<file path="src/rtl/code_select_arbiter.sv">
// Run-time selectable fixed-priority / round-robin arbiter that picks one of N_CH
// demux address codes and registers it into a single valid/ready output slot.
module code_select_arbiter #(
  parameter int CODE_W = 4,
  parameter int N_CH   = 4,
  parameter int CH_W   = (N_CH > 1) ? $clog2(N_CH) : 1
) (
  input  logic                     clk,
  input  logic                     reset_n,
  input  logic [N_CH-1:0]          req_valid,
  input  logic [N_CH*CODE_W-1:0]   req_code,
  output logic [N_CH-1:0]          req_ready,
  input  logic                     mode,
  input  logic                     out_ready,
  output logic [CODE_W-1:0]        code_out,
  output logic [CH_W-1:0]          ch_out,
  output logic                     out_valid
);

  localparam logic ST_EMPTY = 1'b0;
  localparam logic ST_FULL  = 1'b1;

  logic              r_state;
  logic [CODE_W-1:0] r_code;
  logic [CH_W-1:0]   r_ch;
  logic [CH_W-1:0]   r_rr_ptr;

  logic              w_slot_free;
  logic              w_grant;
  logic [CH_W-1:0]   w_fp_win;
  logic [N_CH-1:0]   w_rr_vec;
  logic [CH_W-1:0]   w_rr_off;
  logic [CH_W:0]     w_rr_sum;
  logic [CH_W-1:0]   w_rr_win;
  logic [CH_W-1:0]   w_win;
  logic [CH_W-1:0]   w_ptr_next;
  logic [CODE_W-1:0] w_win_code;

  function automatic logic [CH_W-1:0] lowest_set(input logic [N_CH-1:0] vec);
    lowest_set = '0;
    for (int i = N_CH - 1; i >= 0; i--) begin
      if (vec[i]) lowest_set = CH_W'(i);
    end
  endfunction

  assign w_slot_free = (r_state == ST_EMPTY) | out_ready;
  // Reset gates the grant so no requester sees an acceptance while in reset.
  assign w_grant     = reset_n & w_slot_free & (|req_valid);

  assign w_fp_win = lowest_set(req_valid);

  // Rotate so rr_ptr lands at bit 0, find the first request, then map back.
  assign w_rr_vec = N_CH'({req_valid, req_valid} >> r_rr_ptr);
  assign w_rr_off = lowest_set(w_rr_vec);
  assign w_rr_sum = {1'b0, r_rr_ptr} + {1'b0, w_rr_off};
  assign w_rr_win = (w_rr_sum >= (CH_W+1)'(N_CH)) ?
                    CH_W'(w_rr_sum - (CH_W+1)'(N_CH)) : w_rr_sum[CH_W-1:0];

  assign w_win      = mode ? w_rr_win : w_fp_win;
  assign w_ptr_next = (w_win == CH_W'(N_CH - 1)) ? '0 : w_win + 1'b1;

  always_comb begin
    w_win_code = '0;
    for (int i = 0; i < N_CH; i++) begin
      if (w_win == CH_W'(i)) w_win_code = req_code[i*CODE_W +: CODE_W];
    end
  end

  always_comb begin
    req_ready = '0;
    for (int i = 0; i < N_CH; i++) begin
      req_ready[i] = w_grant & (w_win == CH_W'(i));
    end
  end

  // Output slot register stage
  always_ff @(posedge clk or negedge reset_n) begin
    if (!reset_n) begin
      r_state  <= ST_EMPTY;
      r_code   <= '0;
      r_ch     <= '0;
      r_rr_ptr <= '0;
    end else if (w_grant) begin
      r_state  <= ST_FULL;
      r_code   <= w_win_code;
      r_ch     <= w_win;
      r_rr_ptr <= w_ptr_next;
    end else if (out_ready) begin
      r_state  <= ST_EMPTY;
    end
  end

  assign out_valid = (r_state == ST_FULL);
  assign code_out  = r_code;
  assign ch_out    = r_ch;

endmodule

</file>
<file path="config.mk">
export PLATFORM = sky130hd
export DESIGN_NAME = code_select_arbiter
export DESIGN_NICKNAME = d
export VERILOG_FILES = /design/src/rtl/code_select_arbiter.sv
export SDC_FILE = /design/constraint.sdc
export NUM_CORES = 1
export LEC_CHECK = 0
export BUFFER_PORTS_ARGS = -buffer_cell sky130_fd_sc_hd__buf_2
export CAP_MARGIN = 20
export CORE_MARGIN = 2
export CORE_UTILIZATION = 51
export CTS_BUF_LIST = sky130_fd_sc_hd__clkbuf_8
export DETAILED_ROUTE_END_ITERATION = 10
export GPL_ROUTABILITY_DRIVEN = 1
export PLACE_DENSITY_LB_ADDON = 0.08
export SLEW_MARGIN = 20
export SYNTH_ARGS = -nofsm -noshare
export SYNTH_HDL_FRONTEND = slang
export SYNTH_SLANG_ARGS = --single-unit
export TNS_END_PERCENT = 50
</file>
<file path="constraint.sdc">
create_clock -name clk -period 8.2 [get_ports clk]
set_clock_uncertainty 0.15 [all_clocks]
set_input_delay 1.64 -clock clk [delete_from_list [all_inputs] [get_ports clk]]
set_output_delay 1.64 -clock clk [all_outputs]
set_load 0.01 [all_outputs]
</file>
==> impl_metrics.tcl, run 1 <==
set metrics [dict create \
    status "finished, final reports clean" \
    critPathMaxFanout 8 \
    slowest_delay_ps 310 \
    first_pass_iters 5 \
    route.vias.total 747 \
    grt_max_degree 19 \
    synth_compound_area_frac 0.2593 \
    io_buffer_count 34 \
    ys_ff_latch 9 \
    clock_latency_ps 230 \
    synth_top_family_by_area "compound AO/OA/AOI/OAI gates" \
    syn_area_per_cell_sq_um 8.446 \
    hpwl_mm 1.333 \
    finalCritPeriodShare 0.6934 \
    setup_viol 0 \
    cp-end-kind "primary output" \
    startpoint "req_valid[3]" \
    syn_inst 92 \
    grt_usage 0.2019 \
    synth_area_sq_um 777.0 \
    vdd_ir_drop_max_mv 0.1938 \
    final_util 0.6675 \
    cts_num_sinks 9 \
    crit_type "in -> out" \
    grt_pass1_wl_mm 2.815 \
    boundaryPins 35 \
    synthAdderAreaFrac 0.08052 \
    start_util 0.5281 \
    tightest_slew_ps 708.1 \
    num_rows 14 \
    path_cells "buf_2 -> nor2b_1 -> a21oi_1 -> nor2_1 -> a21oi_1 -> o21ai_0 -> ha_1 -> xor2_1 -> nand2_1 -> mux2_4 -> and2_1 -> ha_1 -> and2_1 -> buf_2" \
    maxCapViolCount 0 \
    cts_tree "built" \
    drtAntennaViolNets 0 \
    ys_types 29 \
    cts_buffer_depth 2 \
    worstReg2RegEnd "code_out[2]" \
    cts_setup_buffers 0 \
    timing.rr.start "r_rr_ptr[1]" \
    startpoint_type "input pin" \
    first_iter_violations 8 \
    finalMaxSlewViolations 0 \
    yosysSeqAreaShare 0.2899 \
    worst_ep_required_time_ps 6410 \
    cts_buffers 3 \
    synth_xor_area_frac 0.01127 \
    layout_min_cycle_time_ps 5686 \
    muxShareOfSynthArea 0.05314 \
    grt_pass1_vias 693 \
    finalSetupTns_ps 0 \
    reg2reg_depth 16 \
    fp.dieW_um 43.03 \
    finalWeightedCongestion 0.6963 \
    p_leak_uw 0.0004856 \
    ctsResizeCount 0 \
    syn_nets 121 \
    reg2reg_setup_slack_ps 5020 \
    coreArea_sq_um 1471 \
    path_clk_slew_ps 40 \
    num_antenna_cells 0 \
    die_y_um 43.03 \
    hold_buffers 0 \
    dieArea_sq_um 1852 \
    drcViolationCount 0 \
    finalNetCount 156 \
    cpMaxStageDelayCell "nor2b_1" \
    mostFrequentLayoutCells "buf_2, a21oi_1, nand2_1, dfrtp_1" \
    clock.fmax_ghz 0.1759 \
    grt_overflow 0 \
    post_drt_wl_per_cell_um 11.94 \
    powerDensity_nw_per_um2 267.2 \
    hold_class "reg -> reg" \
    synth-simple-area-share 0.2432 \
    synthToLayoutAreaGrowth_pct 26.41 \
    rsz0062_at_grt "false" \
    wirelength_mm 1.696 \
    htreeDepth 1 \
    final_common_cell "buf_2" \
    total_power_uw 262.5 \
    slew_headroom 0.5280 \
    layout-drive-gt1-share 0.3492 \
    final_hold_viol_count 0 \
    cp_data_arrival_time_ps 3900 \
    cp-endpoint "req_ready[1]" \
    routed_via_density 5.261 \
    yosysWarnings 0 \
    cts-root-buf "clkbuf_8" \
    antenna_found_initial 0 \
]
-- worst max-delay path: cells and delay by family --
kind                     cells  cell delay, ps
buffers and inverters        2             280
AO/OA/AOI/OAI                3             270
AND/OR/NAND/NOR              5             800
XOR/XNOR                     1             180
adder cells (fa/ha/maj)      2             430
multiplexers                 1             280
-- power by group --
part	total (uW)	internal [uW]	switching [uW]
Combinational	137	66.2	71.3
Clock	48.5	32.5	16.0
Sequential	76.5	60.9	15.5
-- cell usage after synthesis --
master     number  area, sq um
nand2b_1        1        6.260
a21oi_1        11        55.05
mux2_2          1        11.26
a2bb2oi_1       1        8.760
buf_1           2        7.510
o21ai_0         6        30.03
nand3b_1        2        15.01
a221oi_1        3        26.28
o211ai_2        1        12.51
dfrtp_1         9        225.2
ha_1            5        62.56
xor2_1          1        8.760
o41ai_1         1        8.760
nor2_1          6        22.52
nor3_1          4        20.02
nand4b_1        1        8.760
o21a_1          3        22.52
inv_1           5        18.77
buf_6           2        22.52
a31oi_2         1        12.51
nand2_1         9        33.78
and2b_1         1        7.510
nor3b_2         1        12.51
o311ai_1        1        8.760
nor2b_1         5        31.28
o211ai_1        1        7.510
mux2_4          2        30.03
and2_1          5        31.28
a21oi_2         1        8.760
-- how the worst min path moves through the flow --
| stage | startpoint | to | slack (ps) | cells past startpoint |
|---|---|---|---|---|
| 2_1_floorplan | ch_out[0] | ch_out[0] | 380 | 1 |
| 3_3_place_gp | code_out[0] | code_out[0] | 320 | 1 |
| 3_5_place_dp | ch_out[0] | ch_out[0] | 330 | 1 |
| 4_1_cts | ch_out[0] | ch_out[0] | 340 | 1 |
| 5_1_grt | ch_out[0] | ch_out[0] | 350 | 1 |
| 6_report | ch_out[0] | ch_out[0] | 350 | 1 |
-- logic make-up (layout without fill, tap and decap cells) --
| logic type | Yosys count | count (layout) |
|---|---|---|
| AO/OA/AOI/OAI | 30 | 30 |
| adder cells (fa/ha/maj) | 5 | 5 |
| AND/OR/NAND/NOR | 35 | 35 |
| XOR/XNOR | 1 | 1 |
| buffers and inverters | 9 | 43 |
| multiplexers | 3 | 3 |
| flip-flops | 9 | 9 |
-- metal layers --
| layer | vias up | share of wire | track usage |
|---|---|---|---|
| met5 | - | 0 | 0 |
| met3 | 4 | 0.061 | 0.02979 |
| met4 | 0 | 0.018 | 0.1091 |
| li1 | 396 | - | - |
| met1 | 322 | 0.49 | 0.2701 |
| met2 | 25 | 0.43 | 0.3121 |
-- layout make-up --
class / instances / area, sq um
clock buffer: 3 / 41.29
clock inverter: 1 / 3.754
fill: 136 / 489.2
inverter: 5 / 18.77
multi-input combinational: 74 / 503.0
sequential: 9 / 225.2
tap: 16 / 20.02
timing repair buffer: 34 / 170.2
-- metrics by stage --
stage / hold WS, ps / std cells / area [sq um] / setup slack [ps]
after floorplan: 380.4 / 92 / 777.0 / 2908
after global placement: 322.3 / 138 / 937.1 / 2608
after detailed placement: 328.8 / 138 / 937.1 / 2541
after CTS: 340.8 / 142 / 982.2 / 2524
after global routing: 350.9 / 142 / 982.2 / 2200
final: 346.5 / 142 / 982.2 / 2514
-- sequential cells by signal, indices dropped and copies added (netlist names) --
register / flops
out_valid: 1
r_rr_ptr: 2
ch_out: 2
code_out: 4
Note: power is estimated with default switching activity, not from simulation.
==> run 2: changes to the inputs <==
--- a/config.mk
+++ b/config.mk
@@ -8,7 +8,7 @@
 export BUFFER_PORTS_ARGS = -buffer_cell sky130_fd_sc_hd__buf_2
 export CAP_MARGIN = 20
 export CORE_MARGIN = 2
-export CORE_UTILIZATION = 51
+export CORE_UTILIZATION = 48
 export CTS_BUF_LIST = sky130_fd_sc_hd__clkbuf_8
 export DETAILED_ROUTE_END_ITERATION = 10
 export GPL_ROUTABILITY_DRIVEN = 1
==> constraint.sdc (replaced) <==
create_clock -name clk -period 5.9 [get_ports clk]
set_clock_uncertainty 0.15 [all_clocks]
set_input_delay 1.18 -clock clk [delete_from_list [all_inputs] [get_ports clk]]
set_output_delay 1.18 -clock clk [all_outputs]
set_load 0.01 [all_outputs]
==> run 2 against run 1 <==
Net effect: die area is 5.7% higher; worst setup slack worse by 1400 ps; register-to-register slack worse by 2300 ps; combinational power is 39% higher; largest power group unchanged; first-iteration DRC count stayed put; critical path type unchanged; wire length is 4.8% lower; final cell count stayed put; global-route usage is 1.8 points lower.
==> impl_metrics.tcl, run 2 (synthesis results as in run 1) <==
set metrics [dict create \
    status "finished, final reports clean" \
    die_y_um 44.24 \
    first_pass_iters 4 \
    powerDensity_nw_per_um2 370.3 \
    startpoint_type "input pin" \
    num_rows 14 \
    start_util 0.5158 \
    worst_ep_required_time_ps 4570 \
    grt_overflow 0 \
    fill_cells 138 \
    layout-drive-gt1-share 0.3492 \
    dp.cells 138 \
    route.vias.total 750 \
    maxCapViolCount 0 \
    mostFrequentLayoutCells "buf_2, a21oi_1, nand2_1, dfrtp_1" \
    cp_data_arrival_time_ps 3420 \
    hold_class "reg -> reg" \
    cts-root-buf "clkbuf_8" \
    hold-worst-slack_ps 334.4 \
    fp.dieW_um 44.24 \
    path_clk_slew_ps 40 \
    largest_register_ffs 4 \
    routed_via_density 5.282 \
    finalMaxSlewViolations 0 \
    drcViolationCount 0 \
    finalSetupTns_ps 0 \
    rsz0062_at_grt "false" \
    clock_latency_ps 230 \
    clock.fmax_ghz 0.2105 \
    boundaryPins 35 \
    grt_pass1_wl_mm 2.677 \
    io_buffer_count 34 \
    grt_usage 0.1834 \
    crit_type "in -> out" \
    finalNetCount 156 \
    cts_setup_buffers 0 \
    post_drt_wl_per_cell_um 11.37 \
    final_hold_viol_count 0 \
    total_power_uw 363.7 \
    cp-end-kind "primary output" \
    final_common_cell "buf_2" \
    finalNonFillerCells 142 \
    antenna_found_initial 0 \
    finalWeightedCongestion 0.7318 \
    p_leak_uw 0.0004856 \
    finalCritPeriodShare 0.8052 \
    coreArea_sq_um 1506 \
    cts_num_sinks 9 \
    reg2reg_depth 16 \
    setup_viol 0 \
    htreeDepth 1 \
    cts_tree "built" \
    dieArea_sq_um 1957 \
    cts_buffer_depth 2 \
    num_antenna_cells 0 \
    hold_buffers 0 \
    ctsResizeCount 0 \
    grt_max_degree 19 \
    hpwl_mm 1.297 \
    cts_buffers 3 \
    vdd_ir_drop_max_mv 0.2900 \
    critPathMaxFanout 8 \
    synthToLayoutAreaGrowth_pct 26.41 \
    grt_pass1_vias 648 \
    wirelength_mm 1.614 \
    min_delay_path_depth 1 \
    drtAntennaViolNets 0 \
    first_iter_violations 8 \
    layout_min_cycle_time_ps 4750 \
    slew_headroom 0.5469 \
    tightest_slew_ps 679.7 \
]
## run 2: cell counts in the layout (fill, tap and decap cells not counted)
Identical to the previous run, type by type.
## run 2: final cells by class
cell class | count | area [sq um] | area share
Multi-Input combinational cell | 74 | 503.0 | 0.5121
Sequential cell | 9 | 225.2 | 0.2293
Timing Repair Buffer | 34 | 170.2 | 0.1732
Clock buffer | 3 | 41.29 | 0.04204
Tap cell | 16 | 20.02 | 0.02038
Inverter | 5 | 18.77 | 0.01911
Clock inverter | 1 | 3.754 | 0.003822
## run 2: final timing paths
| kind | start | slack, ps | endpoint |
|---|---|---|---|
| max | req_valid[3] | 1150 | req_ready[1] |
| min | ch_out[0] | 330 | ch_out[0] |
| max reg2reg | r_rr_ptr[1] | 2690 | code_out[1] |
| min reg2reg | ch_out[0] | 330 | ch_out[0] |
| max in group asynchronous | reset_n | 4770 | r_rr_ptr[1] |
| min in group asynchronous | reset_n | 650 | out_valid |
## run 2: critical path, cell delays in order
cell	delay, ps
buf_2	150
nor2b_1	290
a21oi_1	70
nor2_1	90
a21oi_1	40
o21ai_0	180
ha_1	190
xor2_1	160
nand2_1	80
mux2_4	280
and2_1	160
ha_1	250
and2_1	160
buf_2	130
## run 2: per-layer routing
| metal | wire [um] | up-vias | track usage | part of all wire |
|---|---|---|---|---|
| met5 | 0 | - | 0 | 0 |
| met4 | 22 | 0 | 0.07273 | 0.014 |
| met3 | 89 | 2 | 0.02449 | 0.055 |
| met2 | 693 | 19 | 0.2588 | 0.43 |
| met1 | 809 | 333 | 0.2817 | 0.50 |
| li1 | - | 396 | - | - |
## run 2: where the power goes
part           internal [uW]  switching, uW  total (uW)
Sequential              84.7           21.9         107
Clock                   45.1           22.1        67.2
Combinational           92.2           97.8         190
Total                    222            142         364
## run 2: stage by stage
stage                 util  worst slack [ps]  cell area [sq um]
floorplan                -              1528              777.0
global placement    0.6221              1239              937.1
detailed placement  0.6221              1160              937.1
CTS                 0.6520              1155              982.2
global route        0.6520             863.8              982.2
finish              0.6520              1150              982.2
